File: config.mk
export PLATFORM = sky130hd
export DESIGN_NAME = rmii_frame_forwarder
export DESIGN_NICKNAME = d
export VERILOG_FILES = /design/src/rtl/rmii_frame_forwarder.sv
export SDC_FILE = /design/constraint.sdc
export NUM_CORES = 1
export LEC_CHECK = 0
export BUFFER_PORTS_ARGS = -buffer_cell sky130_fd_sc_hd__buf_2
export CORE_MARGIN = 10
export CORE_UTILIZATION = 35
export CTS_BUF_LIST = sky130_fd_sc_hd__clkbuf_8
export CTS_CLUSTER_DIAMETER = 150
export DETAILED_ROUTE_END_ITERATION = 8
export PLACE_DENSITY = 0.57
export SETUP_SLACK_MARGIN = 0.3
export SKIP_LAST_GASP = 1
export SLEW_MARGIN = 20
export SYNTH_ARGS = -nofsm -noshare
export SYNTH_HDL_FRONTEND = slang
export SYNTH_SLANG_ARGS = --single-unit
export TNS_END_PERCENT = 100
File: constraint.sdc
create_clock -name clk -period 3 [get_ports clk]
set_input_delay 0.45 -clock clk [delete_from_list [all_inputs] [get_ports clk]]
set_output_delay 0.45 -clock clk [all_outputs]
set_load 0.005 [all_outputs]
File: src/rtl/rmii_frame_forwarder.sv
// RMII/MII frame forwarder: accepts a frame on the PHY receive side and replays it on the transmit side
// through a fixed-latency FIFO, with abort/truncate/drop handling, inter-frame gap and frame statistics.
module rmii_frame_forwarder #(
  parameter int DW         = 2,
  parameter int FIFO_DEPTH = 16,
  parameter int LATENCY    = 4,
  parameter int MAX_UNITS  = 6088,
  parameter int IFG_CYCLES = 48
) (
  input  logic          clk,
  input  logic          rst,
  input  logic          close_connection,
  input  logic [DW-1:0] rxd,
  input  logic          crs_dv,
  input  logic          sigdet,
  output logic [DW-1:0] txd,
  output logic          tx_en,
  output logic          data_capture,
  output logic [15:0]   frame_count,
  output logic [15:0]   drop_count,
  output logic          overflow
);

  localparam int AW = $clog2(FIFO_DEPTH);
  localparam int UW = $clog2(MAX_UNITS + 2);
  localparam int IW = $clog2(IFG_CYCLES + 1);
  localparam logic [DW-1:0] SP = {(DW/2){2'b01}};

  typedef enum logic [2:0] {
    S_IDLE, S_FORWARD, S_DRAIN, S_ABORT, S_DROP, S_IFG
  } state_t;

  state_t        state, state_nxt;
  logic [DW-1:0] mem [FIFO_DEPTH];
  logic [AW:0]   wr_ptr, rd_ptr;
  logic [AW:0]   lat_cnt;
  logic [UW-1:0] unit_cnt;
  logic [IW-1:0] ifg_cnt;
  logic          dv_q;

  logic sp_hit, end_det, lat_done, fifo_empty, fifo_full, abort_req;
  logic wr_req, wr_en, rd_en, flush, start, lat_step, frame_inc, drop_inc;

  assign sp_hit     = crs_dv && sigdet && (rxd == SP);
  assign end_det    = !crs_dv && !dv_q;
  assign lat_done   = (lat_cnt == (AW+1)'(LATENCY));
  assign fifo_empty = (wr_ptr == rd_ptr);
  assign fifo_full  = (wr_ptr[AW] != rd_ptr[AW]) && (wr_ptr[AW-1:0] == rd_ptr[AW-1:0]);
  assign abort_req  = close_connection || !sigdet || ((unit_cnt == UW'(MAX_UNITS)) && crs_dv);
  assign wr_en      = wr_req && !fifo_full;
  assign data_capture = (state == S_FORWARD);

  // NOTE: every output of this block gets a default first so no path leaves a value held, which would infer a latch.
  always_comb begin
    state_nxt = state;
    wr_req    = 1'b0;
    rd_en     = 1'b0;
    flush     = 1'b0;
    start     = 1'b0;
    lat_step  = 1'b0;
    frame_inc = 1'b0;
    drop_inc  = 1'b0;
    case (state)
      S_IDLE: begin
        if (sp_hit && close_connection) begin
          state_nxt = S_DROP;
          drop_inc  = 1'b1;
        end else if (sp_hit) begin
          state_nxt = S_FORWARD;
          wr_req    = 1'b1;
          start     = 1'b1;
        end
      end
      S_FORWARD: begin
        if (abort_req) begin
          // Abort beats a simultaneous end_det: the frame counts as dropped.
          state_nxt = S_ABORT;
          flush     = 1'b1;
        end else begin
          // The first low crs_dv cycle still carries data (RMII tail toggling).
          wr_req = crs_dv || dv_q;
          if (lat_done) rd_en = !fifo_empty;
          else          lat_step = 1'b1;
          if (end_det) state_nxt = S_DRAIN;
        end
      end
      S_DRAIN: begin
        if (!lat_done) begin
          lat_step = 1'b1;
        end else if (!fifo_empty) begin
          rd_en = 1'b1;
        end else begin
          frame_inc = 1'b1;
          state_nxt = S_IFG;
        end
      end
      S_ABORT: begin
        drop_inc  = 1'b1;
        state_nxt = crs_dv ? S_DROP : S_IFG;
      end
      S_DROP: begin
        if (end_det) state_nxt = S_IFG;
      end
      S_IFG: begin
        if (ifg_cnt == IW'(IFG_CYCLES - 1)) state_nxt = S_IDLE;
      end
      default: state_nxt = S_IDLE;
    endcase
  end

  // NOTE: sequential state uses non-blocking assignments so every register samples pre-edge values.
  always_ff @(posedge clk) begin
    if (rst) begin
      state       <= S_IDLE;
      wr_ptr      <= '0;
      rd_ptr      <= '0;
      lat_cnt     <= '0;
      unit_cnt    <= '0;
      ifg_cnt     <= '0;
      dv_q        <= 1'b0;
      txd         <= '0;
      tx_en       <= 1'b0;
      frame_count <= '0;
      drop_count  <= '0;
      overflow    <= 1'b0;
    end else begin
      state <= state_nxt;
      dv_q  <= crs_dv;
      if (flush) begin
        wr_ptr <= '0;
        rd_ptr <= '0;
      end else begin
        if (wr_en) wr_ptr <= wr_ptr + 1'b1;
        if (rd_en) rd_ptr <= rd_ptr + 1'b1;
      end
      if (start)         lat_cnt <= (AW+1)'(1);
      else if (lat_step) lat_cnt <= lat_cnt + 1'b1;
      if (start)       unit_cnt <= UW'(1);
      else if (wr_req) unit_cnt <= unit_cnt + 1'b1;
      ifg_cnt <= (state == S_IFG) ? ifg_cnt + 1'b1 : '0;
      tx_en   <= rd_en;
      txd     <= rd_en ? mem[rd_ptr[AW-1:0]] : '0;
      if (wr_req && fifo_full) overflow <= 1'b1;
      if (frame_inc && frame_count != 16'hFFFF) frame_count <= frame_count + 1'b1;
      if (drop_inc && drop_count != 16'hFFFF)   drop_count  <= drop_count + 1'b1;
    end
  end

  // NOTE: the storage array is not reset; the pointers alone define what is valid.
  always_ff @(posedge clk) begin
    if (wr_en) mem[wr_ptr[AW-1:0]] <= rxd;
  end

endmodule

==> metrics.txt <==
# TYPE chip_impl_metric gauge
chip_impl_info{name="outcome",value="completed"} 1
chip_impl_metric{name="yosysSeqAreaShare",unit=""} 0.491
chip_impl_metric{name="detail_route.first_pass.iterations",unit=""} 4
chip_impl_metric{name="tightest_slew",unit="ns"} 0.664
chip_impl_metric{name="critical_path.max_stage_delay",unit="ns"} 0.40
chip_impl_metric{name="worst-r2r-setup-slack",unit="ns"} 0.56
chip_impl_metric{name="globalRouteTotalUtil",unit=""} 0.107
chip_impl_metric{name="first_pass_grt_wire_length",unit="um"} 17300
chip_impl_metric{name="io_pins",unit=""} 44
chip_impl_info{name="grt_setup_unrepaired",value="false"} 1
chip_impl_info{name="synth_most_common_cell",value="nor2_1"} 1
chip_impl_metric{name="grt_antenna_before_repair",unit=""} 1
chip_impl_info{name="synth_largest_area_cell",value="dfxtp_1"} 1
chip_impl_metric{name="synth_edf_count",unit=""} 32
chip_impl_metric{name="yosysUniqueCellTypes",unit=""} 58
chip_impl_info{name="critical_path.cell_chain",value="inv_1 -> ha_1 -> nor4bb_1 -> a41o_1 -> o31a_4 -> nor2_4 -> nand2_1 -> nor3_1"} 1
chip_impl_info{name="clk_root_buffer_cell",value="clkbuf_8"} 1
chip_impl_metric{name="ys_seq_elements",unit=""} 106
chip_impl_info{name="worst_setup_path_end_kind",value="flip-flop"} 1
chip_impl_metric{name="critical_path.n_buffers_inverters",unit=""} 1
chip_impl_metric{name="hold_viol",unit=""} 0
chip_impl_metric{name="timing.critical_path.required",unit="ns"} 3.08
chip_impl_info{name="crit-reg2reg-capture",value="mem[0][0]$_DFFE_PP_"} 1
chip_impl_info{name="holdPathEnd",value="dv_q$_SDFF_PP0_"} 1
chip_impl_info{name="worstSetupPathType",value="flip-flop to flip-flop"} 1
chip_impl_metric{name="via_count",unit=""} 3577
chip_impl_metric{name="mappedNetlistNets",unit=""} 506
chip_impl_metric{name="largest_net_degree_at_the_start_of_global_routing",unit=""} 46
chip_impl_metric{name="p_leak",unit="nW"} 2.06
chip_impl_metric{name="dp.final_hpwl",unit="um"} 7340
chip_impl_metric{name="htree_num_levels",unit=""} 3
chip_impl_metric{name="cp.arrival",unit="ns"} 2.52
chip_impl_metric{name="clk_pin_slew",unit="ns"} 0.11
chip_impl_info{name="synth_top_flop_cell",value="dfxtp_1"} 1
chip_impl_info{name="critical-path-slowest-cell",value="o31a_4"} 1
chip_impl_metric{name="drive_above_1_share",unit=""} 0.166
chip_impl_info{name="cts_tree",value="yes"} 1
chip_impl_metric{name="clock_sink_count",unit=""} 106
chip_impl_metric{name="dp_cells",unit=""} 693
chip_impl_metric{name="maxCapViolCount",unit=""} 0
chip_impl_metric{name="detail_route.wl_per_cell",unit="um"} 14.6
chip_impl_metric{name="fillerInstances",unit=""} 1385
chip_impl_metric{name="syn_area",unit="um^2"} 4980
chip_impl_metric{name="total_wire_length_after_detailed_routing",unit="um"} 10300
chip_impl_metric{name="place.gp.congestion",unit=""} 0.774
chip_impl_metric{name="pwr_density_cell",unit="nW/um^2"} 499
chip_impl_metric{name="n_antenna_cell",unit=""} 0
chip_impl_metric{name="placement_rows",unit=""} 43
chip_impl_metric{name="worst_slew_margin_rel",unit=""} 0.558
chip_impl_metric{name="reg2regPathDepth",unit=""} 8
chip_impl_metric{name="synth.avg_cell_area",unit="um^2"} 10.2
chip_impl_metric{name="drcViolationCount",unit=""} 0
chip_impl_metric{name="finalNetCount",unit=""} 543
chip_impl_metric{name="layoutNonFillerInstCount",unit=""} 709
chip_impl_metric{name="die_y",unit="um"} 139
chip_impl_metric{name="synthArstFlopShare",unit=""} 0
chip_impl_metric{name="synth.top_cell.area_share",unit=""} 0.298
chip_impl_metric{name="grt-ovfl-total",unit=""} 0
chip_impl_info{name="ys_top_cells_by_count",value="78 x nor2_1, 74 x dfxtp_1, 32 x edfxtp_1, 32 x xor2_1, 31 x nand3_1"} 1
chip_impl_metric{name="min_period_over_period",unit=""} 0.813
chip_impl_metric{name="report.final.slew_viol_count",unit=""} 0
chip_impl_metric{name="floorplan.initialDensity",unit=""} 0.359
chip_impl_info{name="min-delay-start",value="crs_dv"} 1
chip_impl_metric{name="die_span_x",unit="um"} 139
chip_impl_metric{name="drt_iter0_drc",unit=""} 188
chip_impl_metric{name="post-route-util",unit=""} 0.399
chip_impl_info{name="worstSetupStartpoint",value="unit_cnt[0]$_SDFFE_PP0P_"} 1
chip_impl_metric{name="ant_nets",unit=""} 0
chip_impl_info{name="synth_area_leaders",value="dfxtp_1 30%, edfxtp_1 19%, nor2_1 5.9%, xor2_1 5.6%, mux4_2 4.5%"} 1
chip_impl_metric{name="largest_vdd_supply_drop",unit="mV"} 0.300
chip_impl_metric{name="area_of_the_core_region",unit="um^2"} 13900
chip_impl_metric{name="setup_total_negative_slack",unit="ns"} 0
chip_impl_info{name="r2r_start",value="unit_cnt[0]$_SDFFE_PP0P_"} 1
chip_impl_metric{name="cts_inserted_buffers",unit=""} 9
chip_impl_metric{name="total_power",unit="mW"} 2.76
chip_impl_info{name="path_delay_family",value="simple AND/OR/NAND/NOR gates"} 1
chip_impl_metric{name="final.setup_skew",unit="ns"} 0.0151
chip_impl_metric{name="final.min_clock_period",unit="ns"} 2.44
chip_impl_metric{name="die_area",unit="um^2"} 19400
chip_impl_info{name="timing.hold.worst.class",value="input port to flip-flop"} 1
chip_impl_metric{name="synth.yosys.warnings",unit=""} 0
chip_impl_metric{name="synthesis.instances",unit=""} 487
chip_impl_metric{name="clkLatencyLatePin",unit="ns"} 0.39
chip_impl_metric{name="ctsLongestPathBuffers",unit=""} 2
chip_impl_metric{name="port_buffers",unit=""} 43
chip_impl_metric{name="critical_path_peak_fanout",unit=""} 14
chip_impl_metric{name="syn_to_final_growth",unit="%"} 11.4
chip_impl_metric{name="postCtsSetupBuffers",unit=""} 0
chip_impl_metric{name="avgViaCountPerCell",unit=""} 5.05
chip_impl_info{name="critical_path_launch_point_type",value="flip-flop"} 1
chip_impl_metric{name="maxClockFrequency",unit="MHz"} 410
chip_impl_metric{name="timing.hold.worst_path_depth",unit=""} 2
chip_impl_metric{name="first_global_vias",unit=""} 3434
chip_impl_metric{name="final-setup-viol-count",unit=""} 0
layer usage:
layer / wire length, um / up-vias / share of wire / global-route usage
met5: 11 / - / 0.0011 / 0
met4: 151 / 2 / 0.015 / 0.0412
met3: 572 / 12 / 0.055 / 0.0388
met2: 4720 / 64 / 0.46 / 0.165
met1: 4860 / 1707 / 0.47 / 0.132
li1: - / 1792 / - / -
worst max path at each step:
stage,to,slack [ns],cells past startpoint
3_5_place_dp,mem[0][0]$_DFFE_PP_,0.20,7
3_3_place_gp,mem[0][0]$_DFFE_PP_,0.35,7
2_1_floorplan,mem[0][0]$_DFFE_PP_,0.72,7
5_1_grt,mem[1][0]$_DFFE_PP_,0.37,8
6_report,mem[0][0]$_DFFE_PP_,0.56,8
4_1_cts,mem[3][0]$_DFFE_PP_,0.46,7
sequential cells by signal (all words and copies together), names as in the netlist:
| name | cells |
|---|---|
| unit_cnt | 13 |
| tx_en | 1 |
| wr_ptr | 5 |
| frame_count | 16 |
| drop_count | 16 |
| ifg_cnt | 6 |
| rd_ptr | 5 |
| state | 3 |
| lat_cnt | 5 |
| dv_q | 1 |
| mem | 32 |
| txd | 2 |
| overflow | 1 |
cells in the final DEF (no fill, tap or decap), types with 7 or more instances in the layout:
| master | synthesis | final |
|---|---|---|
| nor2_1 | 78 | 78 |
| dfxtp_1 | 74 | 74 |
| buf_2 | 1 | 43 |
| xor2_1 | 32 | 32 |
| edfxtp_1 | 32 | 32 |
| nand3_1 | 31 | 31 |
| xnor2_1 | 23 | 23 |
| nand2_1 | 21 | 21 |
| nor3_1 | 17 | 17 |
| a21oi_1 | 15 | 15 |
| nand4_1 | 15 | 15 |
| inv_1 | 13 | 13 |
| and3_1 | 12 | 12 |
| ha_1 | 12 | 12 |
| mux4_2 | 10 | 10 |
| clkbuf_8 | 0 | 9 |
| or3_1 | 8 | 8 |
| o21ai_0 | 7 | 7 |
| mux2i_1 | 7 | 7 |
cells by family after synthesis:
| family | synth area share |
|---|---|
| AO/OA/AOI/OAI | 0.0520 |
| XOR/XNOR | 0.0968 |
| adder cells (fa/ha/maj) | 0.0302 |
| buffers and inverters | 0.0344 |
| flip-flops | 0.491 |
| multiplexers | 0.0593 |
| AND/OR/NAND/NOR | 0.237 |
power by group:
group	internal, mW	switching [mW]
registers	1.51	0.0545
clock network	0.390	0.502
logic	0.126	0.187
final cells by class:
| class | instances | area, um^2 | share of cell area |
|---|---|---|---|
| Sequential cell | 106 | 2440 | 0.440 |
| Tap cell | 180 | 225 | 0.0406 |
| Clock inverter | 7 | 72.6 | 0.0131 |
| Timing Repair Buffer | 49 | 260 | 0.0469 |
| Inverter | 13 | 48.8 | 0.00880 |
| Multi-Input combinational cell | 345 | 2370 | 0.428 |
| Clock buffer | 9 | 124 | 0.0223 |
worst reg2reg max path, stage by stage (launching register included):
cell and delay, ns:
dfxtp_1 0.37, inv_1 0.08, ha_1 0.19, nor4bb_1 0.12, a41o_1 0.34, o31a_4 0.41
nor2_4 0.19, nand2_1 0.15, nor3_1 0.30
stage by stage:
step / hold WS [ns] / area, um^2 / setup WS (ns)
2_1_floorplan: 0.426 / 4980 / 0.716
3_3_place_gp: 0.445 / 5340 / 0.351
3_5_place_dp: 0.448 / 5340 / 0.198
4_1_cts: 0.344 / 5540 / 0.460
5_1_grt: 0.361 / 5550 / 0.367
6_report: 0.369 / 5550 / 0.560
timing repair:
action | 4_1_cts | 5_1_grt
endpoints found under the setup margin | 0 | 2
gates resized for setup | 0 | 1
hold buffers | 0 | 0
No activity file was read; power rests on OpenSTA's default activity.
